===== src/rtl/led_seq_pkg.sv =====
// Shared mode encoding and per-mode start patterns for the LED sequencer.
package led_seq_pkg;

  typedef enum logic [1:0] {
    MODE_OFF   = 2'd0,
    MODE_COUNT = 2'd1,
    MODE_CHASE = 2'd2,
    MODE_BLINK = 2'd3
  } mode_e;

  localparam logic [2:0] PAT_OFF   = 3'b000;
  localparam logic [2:0] PAT_COUNT = 3'b000;
  localparam logic [2:0] PAT_CHASE = 3'b001;
  localparam logic [2:0] PAT_BLINK = 3'b111;

  function automatic mode_e next_mode(input mode_e m);
    case (m)
      MODE_OFF:   next_mode = MODE_COUNT;
      MODE_COUNT: next_mode = MODE_CHASE;
      MODE_CHASE: next_mode = MODE_BLINK;
      MODE_BLINK: next_mode = MODE_OFF;
      default:    next_mode = MODE_OFF;
    endcase
  endfunction

  function automatic logic [2:0] init_pattern(input mode_e m);
    case (m)
      MODE_OFF:   init_pattern = PAT_OFF;
      MODE_COUNT: init_pattern = PAT_COUNT;
      MODE_CHASE: init_pattern = PAT_CHASE;
      MODE_BLINK: init_pattern = PAT_BLINK;
      default:    init_pattern = PAT_OFF;
    endcase
  endfunction

endpackage


===== src/rtl/tick_gen.sv =====
// Step prescaler: counts 0..TICK_DIV-1 and pulses tick while at the last count.
module tick_gen #(
  parameter int TICK_DIV = 4
) (
  input  logic clk,
  input  logic rst,
  input  logic clr,
  output logic tick
);

  localparam int CNT_W = (TICK_DIV > 2) ? $clog2(TICK_DIV) : 1;
  localparam logic [CNT_W-1:0] CNT_LAST = CNT_W'(TICK_DIV - 1);

  logic [CNT_W-1:0] cnt_q;
  logic [CNT_W-1:0] cnt_d;

  // clr restarts the period so the first step lands TICK_DIV edges after it
  always_comb begin
    cnt_d = cnt_q + CNT_W'(1);
    if (clr || (cnt_q == CNT_LAST)) cnt_d = '0;
  end

  always_ff @(posedge clk or posedge rst) begin
    if (rst) cnt_q <= '0;
    else     cnt_q <= cnt_d;
  end

  assign tick = (cnt_q == CNT_LAST);

endmodule


===== src/rtl/led_seq_ctrl.sv =====
// Button-driven LED pattern sequencer: short press cycles modes, long press forces OFF.
module led_seq_ctrl
  import led_seq_pkg::*;
#(
  parameter int TICK_DIV    = 4,
  parameter int LONG_CYCLES = 16
) (
  input  logic       clk,
  input  logic       rst,
  input  logic       btn,
  output logic       led,
  output logic       led2,
  output logic       led3,
  output logic [1:0] mode
);

  localparam int HOLD_W = $clog2(LONG_CYCLES + 1);
  localparam logic [HOLD_W-1:0] HOLD_MAX  = HOLD_W'(LONG_CYCLES);
  localparam logic [HOLD_W-1:0] HOLD_LAST = HOLD_W'(LONG_CYCLES - 1);

  logic              btn_q;
  logic              armed_q;
  logic              long_fired_q;
  logic [HOLD_W-1:0] hold_q;
  logic [HOLD_W-1:0] hold_d;
  mode_e             mode_q;
  mode_e             mode_d;
  logic [2:0]        pat_q;
  logic              short_ev;
  logic              long_ev;
  logic              mode_chg;
  logic              tick;

  function automatic logic [HOLD_W-1:0] sat_inc(input logic [HOLD_W-1:0] v);
    sat_inc = (v == HOLD_MAX) ? v : v + HOLD_W'(1);
  endfunction

  function automatic logic [2:0] step_pattern(input mode_e m, input logic [2:0] p);
    case (m)
      MODE_COUNT: step_pattern = p + 3'd1;
      MODE_CHASE: step_pattern = {p[1:0], p[2]};
      MODE_BLINK: step_pattern = ~p;
      default:    step_pattern = PAT_OFF;
    endcase
  endfunction

  // Events are gated by armed_q so a button held through reset never counts.
  always_comb begin
    hold_d   = btn ? sat_inc(hold_q) : '0;
    long_ev  = armed_q && btn && (hold_q == HOLD_LAST);
    short_ev = armed_q && !btn && btn_q && !long_fired_q;
    mode_chg = long_ev || short_ev;
    mode_d   = next_mode(mode_q);
  end

  tick_gen #(
    .TICK_DIV(TICK_DIV)
  ) u_tick_gen (
    .clk (clk),
    .rst (rst),
    .clr (mode_chg),
    .tick(tick)
  );

  always_ff @(posedge clk or posedge rst) begin
    if (rst) begin
      btn_q        <= 1'b0;
      armed_q      <= 1'b0;
      long_fired_q <= 1'b0;
      hold_q       <= '0;
      mode_q       <= MODE_OFF;
      pat_q        <= PAT_OFF;
    end else begin
      btn_q        <= btn;
      hold_q       <= hold_d;
      armed_q      <= armed_q | ~btn;
      long_fired_q <= btn ? (long_fired_q | long_ev) : 1'b0;
      // A mode change wins over a coincident step tick.
      if (long_ev) begin
        mode_q <= MODE_OFF;
        pat_q  <= PAT_OFF;
      end else if (short_ev) begin
        mode_q <= mode_d;
        pat_q  <= init_pattern(mode_d);
      end else if (tick) begin
        pat_q  <= step_pattern(mode_q, pat_q);
      end
    end
  end

  assign led  = pat_q[0];
  assign led2 = pat_q[1];
  assign led3 = pat_q[2];
  assign mode = mode_q;

endmodule

===== config.mk =====
export PLATFORM = sky130hd
export DESIGN_NAME = led_seq_ctrl
export DESIGN_NICKNAME = d
export VERILOG_FILES = /design/src/rtl/led_seq_pkg.sv /design/src/rtl/tick_gen.sv /design/src/rtl/led_seq_ctrl.sv
export SDC_FILE = /design/constraint.sdc
export NUM_CORES = 1
export LEC_CHECK = 0
export BUFFER_PORTS_ARGS = -buffer_cell sky130_fd_sc_hd__buf_2
export CAP_MARGIN = 20
export CORE_MARGIN = 5
export CORE_UTILIZATION = 60
export DETAILED_ROUTE_END_ITERATION = 8
export GPL_ROUTABILITY_DRIVEN = 0
export GPL_TIMING_DRIVEN = 0
export MAX_ROUTING_LAYER = met4
export PLACE_DENSITY = 0.82
export SYNTH_ARGS = -nofsm -noshare
export SYNTH_HDL_FRONTEND = slang
export SYNTH_SLANG_ARGS = --single-unit

===== constraint.sdc =====
create_clock -name clk -period 4.9 [get_ports clk]
set_input_delay 0.245 -clock clk [delete_from_list [all_inputs] [get_ports clk]]
set_output_delay 0.245 -clock clk [all_outputs]
set_load 0.01 [all_outputs]

# Yosys cells after proc, flatten, opt, wreduce, memory -nomap -nowiden
# Index checks and enable logic that the tools add are counted.
# totals
out_inout_bits	5
latchBits	0
mem_bits_ro	0
mem_bits_rw	0
regBits	15
inputBits	3
memories	0
# classes
reduce_logical	14
n_div	0
bitwise	4
magnitude_cmp	0
eq_ne	10
n_addsub	3
mul	0
shift	0
mux	12
# ops
operator	n
3-bit one-hot mux with 3 select lines	2
2-bit equality test (second input constant)	5
5-bit two-way mux	2
3-bit two-way mux	3
2-bit one-hot mux with 4 select lines	1
2-bit two-way mux	3
5-bit by 1-bit adder with 5-bit output (second input constant)	1
5-bit by 4-bit equality test with 1-bit output (second input constant)	1
5-bit equality test (second input constant)	1
1-bit logical AND	5
2-bit by 1-bit equality test with 1-bit output (second input constant)	2
2-bit logical NOT	2
3-bit by 1-bit adder with 3-bit output (second input constant)	1
3-bit NOT	1
3-bit nonzero test	1
2-bit by 1-bit adder with 2-bit output (second input constant)	1
1-bit logical NOT	2
1-bit logical OR	2
2-bit != test (second input constant)	1
1-bit OR	2
2-bit nonzero test	1
2-bit OR reduction	1
1-bit two-way mux	1
1-bit NOT	1

# Depth between registers and ports, before layout
# depth
ltp_word	7
ltp_mapped	7

# By module
# From an unflattened synthesis, not the netlist that was laid out.
# hier_totals
hier_cells	87
area_unflattened_um2	874.6
# by_module_without_submodules
mod	cells_per_inst	area_each_um2	seq_area_each_um2	n_inst
led_seq_ctrl	81	785.8	325.3	1
tick_gen	6	88.8	50.0	1

# Worst setup path before layout
# No wires, ideal clock.
# synth_path
path_type	flip-flop to flip-flop
start	reg hold_q[0]
end	reg pat_q[2]
arrival_ns	1.563
stages_incl_launch_ff	8
period_less_slack_ns	1.645
t_required_ns	4.818
slack_ns	3.255
cell_sequence	dfrtp_1 ha_1 and3_1 ha_1 and3_1 o21ba_1 o21ai_1 a31oi_1
# synth_via
elab_chain_cells	3
# synth_lines
element	line	source
start, declared	led_seq_ctrl.sv:24	logic [HOLD_W-1:0] hold_q;
start signal, assigned	led_seq_ctrl.sv:75	hold_q <= hold_d;
5-bit by 4-bit equality test with 1-bit output (*)	led_seq_ctrl.sv:50	long_ev = armed_q && btn && (hold_q == HOLD_LAST);
1-bit logical AND (*)	led_seq_ctrl.sv:50	
3-bit nonzero test (no source line) / 3-bit two-way mux (equally long branches)	n/a	
end signal, assigned	led_seq_ctrl.sv:84	pat_q <= init_pattern(mode_d);
end signal, assigned	led_seq_ctrl.sv:86	pat_q <= step_pattern(mode_q, pat_q);
end, declared	led_seq_ctrl.sv:28	logic [2:0] pat_q;
# Every way passes the cells marked *; elsewhere a longest branch is shown, timed or not.
# A chain may end at the register's enable or synchronous reset.

# Final worst setup path
# Same ends and word-level chain as after synthesis.

==> results.md <==
- Switching Fraction: 37.2%
- Crit path launch type: flip-flop
- Iteration-0 DRC Markers: 19
- Worst reg2reg setup slack: roughly 3.1 ns
- Number of global-route vias before repair: 613
- TritonCTS clock tree: built
- Routed Antenna Nets: 0
- PwrDens: between 400 and 500 mW/mm2
- Synth top area share: approximately 43%
- Max cap viols: 0
- Final Max Tran Viols: 0
- Hold Crit Class: input port to asynchronous set/reset pin
- Period utilization: a little under two fifths
- FF-to-FF path depth: 7
- Unique masters post-synth: 34
- Sw Pwr: roughly 160 uW
- Total grt overflow: 0
- Vias per cell: just under 6
- Core area: between 0.001 and 0.0015 mm2
- Fin. Hold Viols: 3
- Largest vdd supply drop: between 200 and 300 uV
- Drt total wl: approximately 1500 um
- Placed cell count: 106
- Die Area: ~0.0023 mm2
- Slew @ Worst Pin: about 0.55 ns
- Ys Warns: 0
- Flops & latches, synth: 15
- Worst Setup Path Type: flip-flop to flip-flop
- Critical Path Start: hold_q[0]
- Worst slew margin: 63.4%
- Final-stage net count: 108
- Gr usage total: 17.2%
- DR vias: 640
- Initial core utilization: 64.8%
- Largest net degree at the start of global routing: 16
- First-pass GRT wire length: ~2600 um
- Crit. End Element: flip-flop
- Main flop type after synthesis: dfrtp_1
- LEAKAGE: ~0.47 nW
- # diodes: 0
- Avg Cell Area, Syn: ~10 um2
- CTS clk-pin slew, worst paths: around 0.080 ns
- Clock latency on the worst-skew pair: approximately 0.28 ns
- Count leader, synth: dfrtp_1
- Async S/R FF share, synth: between 90% and 100%
- Top cells by area, synth: dfrtp_1 43%, ha_1 13%, inv_1 3.9%, nand2_1 3.5%, and3_1 2.9%
- Mapped Nets: 96
- Final Critical Period: 1.81 ns
- Avg WL per Cell: between 10 and 15 um
- Internal: 269 uW
- CTS Buf Count: 3
- Outcome: finished with violations
- Syn Inst Count: 84
- Clk sinks: 15
- Port buffer count: 7
- Ratio of cells with drive above 1 in the final layout: approximately 17%
- Worst Path Max Fanout: 4
- Post-CTS resize count: 0
- Max Clock Freq: approximately 550 MHz
- Chip height: between 40 and 50 um
- Post-DP HPWL: between 1000 and 1500 um
- Antenna violations before repair: 0
- Reg2Reg Capture Point: pat_q[2]
- Site row count: 13
- Failing checks: hold timing
- Seq/Total Area, Yosys: a little over two fifths
- Netlist Area Pre-Place: approximately 860 um2
- Final clock skew: 0.00236 ns
- Clock network fraction of total power: approximately 16%
- Finished Layout Cells: 110
- Final instance area: roughly 940 um2
- Placed instance area: 918 um2
- First drt pass iteration count: 5
- Critical Path AT: 2.01 ns
- EDFF count, synth: 0
- Area leader, netlist: dfrtp_1
- Final setup fails: 0
- Die X-Extent: 48.0 um
- Reg2reg start: hold_q[0]
- Post-CTS Setup Bufs: 0
- Setup crit end: pat_q[2]
- Num ports: 8
- Comb pwr share: 41.3%
- Required time worst endpoint: ~5 ns
- Hold Slack: -0.000355 ns
- Layout area overhead: 9.26%
- H-Tree Level Count: 1
- Sequential Power Share: 42.7%
- Hold buffers post-CTS: 0
- TNS Setup: 0 ns
- Total power: 428 uW
- Synth top cells by count: 15 x dfrtp_1, 9 x ha_1, 9 x inv_1
- RSZ-0062 raised after global routing: false
- DRC Markers: 0
- Max clock buf depth: 2
- Clk Tree Root Cell: clkbuf_4
## state kept, by name, summed over array words and instances (netlist names)
name / count
armed_q: 1
btn_q: 1
hold_q: 5
long_fired_q: 1
mode: 2
pat_q: 3
u_tick_gen.cnt_q: 2
## metrics by stage
stage               util, %  setup WS [ns]  hold slack (ns)
finish                 70.8           3.09        -0.000355
global route           70.8           2.99           0.0517
CTS                    70.8           3.09           0.0181
detailed placement     68.9           3.11            0.324
global placement       68.9           3.15            0.314
floorplan                 -           3.25            0.146
## worst max-delay path, cell delays in order (launching register included)
cell,delay (ns)
dfrtp_1,0.41
ha_1,0.24
and3_1,0.19
ha_1,0.20
and3_1,0.23
o21ba_1,0.26
o21ai_1,0.07
a31oi_1,0.13
## logic make-up (layout without fill, tap and decap cells)
kind of cell	Yosys count	in the layout	synth area share, %
simple gates	27	27	18.5
compound gates	20	20	17.4
flops	15	15	43.4
buf+inv	10	21	4.49
fa+ha+maj	9	9	13.0
xor+xnor	2	2	2.03
mux	1	1	1.16
## worst min-delay path by stage
stage / start / to / slack [ns] / depth (start not counted)
floorplan: rst / armed_q / 0.15 / 1
global placement: rst / hold_q[2] / 0.31 / 2
detailed placement: rst / hold_q[3] / 0.32 / 2
CTS: rst / pat_q[1] / 0.02 / 2
global route: rst / pat_q[2] / 0.05 / 2
finish: rst / pat_q[1] / -0.0004 / 2
## power by group through the flow
| stage | Combinational [mW] | Sequential (mW) | Clock [mW] |
|---|---|---|---|
| 6_report | 0.177 | 0.183 | 0.0682 |
| 2_1_floorplan | 0.122 | 0.189 | 0 |
| 5_1_grt | 0.204 | 0.187 | 0.0746 |
| 4_1_cts | 0.179 | 0.183 | 0.0709 |
| 3_3_place_gp | 0.168 | 0.183 | 0 |
| 3_5_place_dp | 0.179 | 0.185 | 0 |
## layout make-up
type                       instances  area [um2]
clock buffer                       4        26.3
inverter                           9        33.8
tap                               15        18.8
fill                             105         389
buffer                             1        5.00
multi-input combinational         59         450
sequential                        15         375
timing repair buffer               7        35.0
## cell usage in the layout, fill, tap and decap left out
cell       instances
mux2i_1            1
ha_1               9
a211oi_1           1
nand2b_1           2
xnor2_1            1
xor2_1             1
a22oi_1            1
nor4b_1            1
a21boi_0           1
o21ba_1            1
a31oi_1            1
nand3_1            1
a21boi_1           1
and3_1             4
buf_2              8
or3b_4             1
o21bai_1           2
and2_1             1
clkbuf_1           1
nand2_1            8
or4b_4             1
dfrtp_1           15
o21ai_1            1
and4bb_2           1
nand4bb_1          1
inv_1              9
a21oi_1            4
a32o_1             1
nor2_1             5
clkbuf_4           3
a21oi_4            1
o21ai_0            2
a222oi_1           1
a31o_1             1
nor3_1             1
a21o_2             1
## metal layers
| layer | vias to the layer above | wire [um] | GRT usage, % |
|---|---|---|---|
| li1 | 316 | - | - |
| met1 | 308 | 698 | 19.6 |
| met2 | 14 | 703 | 27.7 |
| met3 | 2 | 87 | 5.26 |
| met4 | 0 | 12 | 6.99 |
| met5 | - | 0 | - |
No activity file was read; power rests on OpenSTA's default activity.
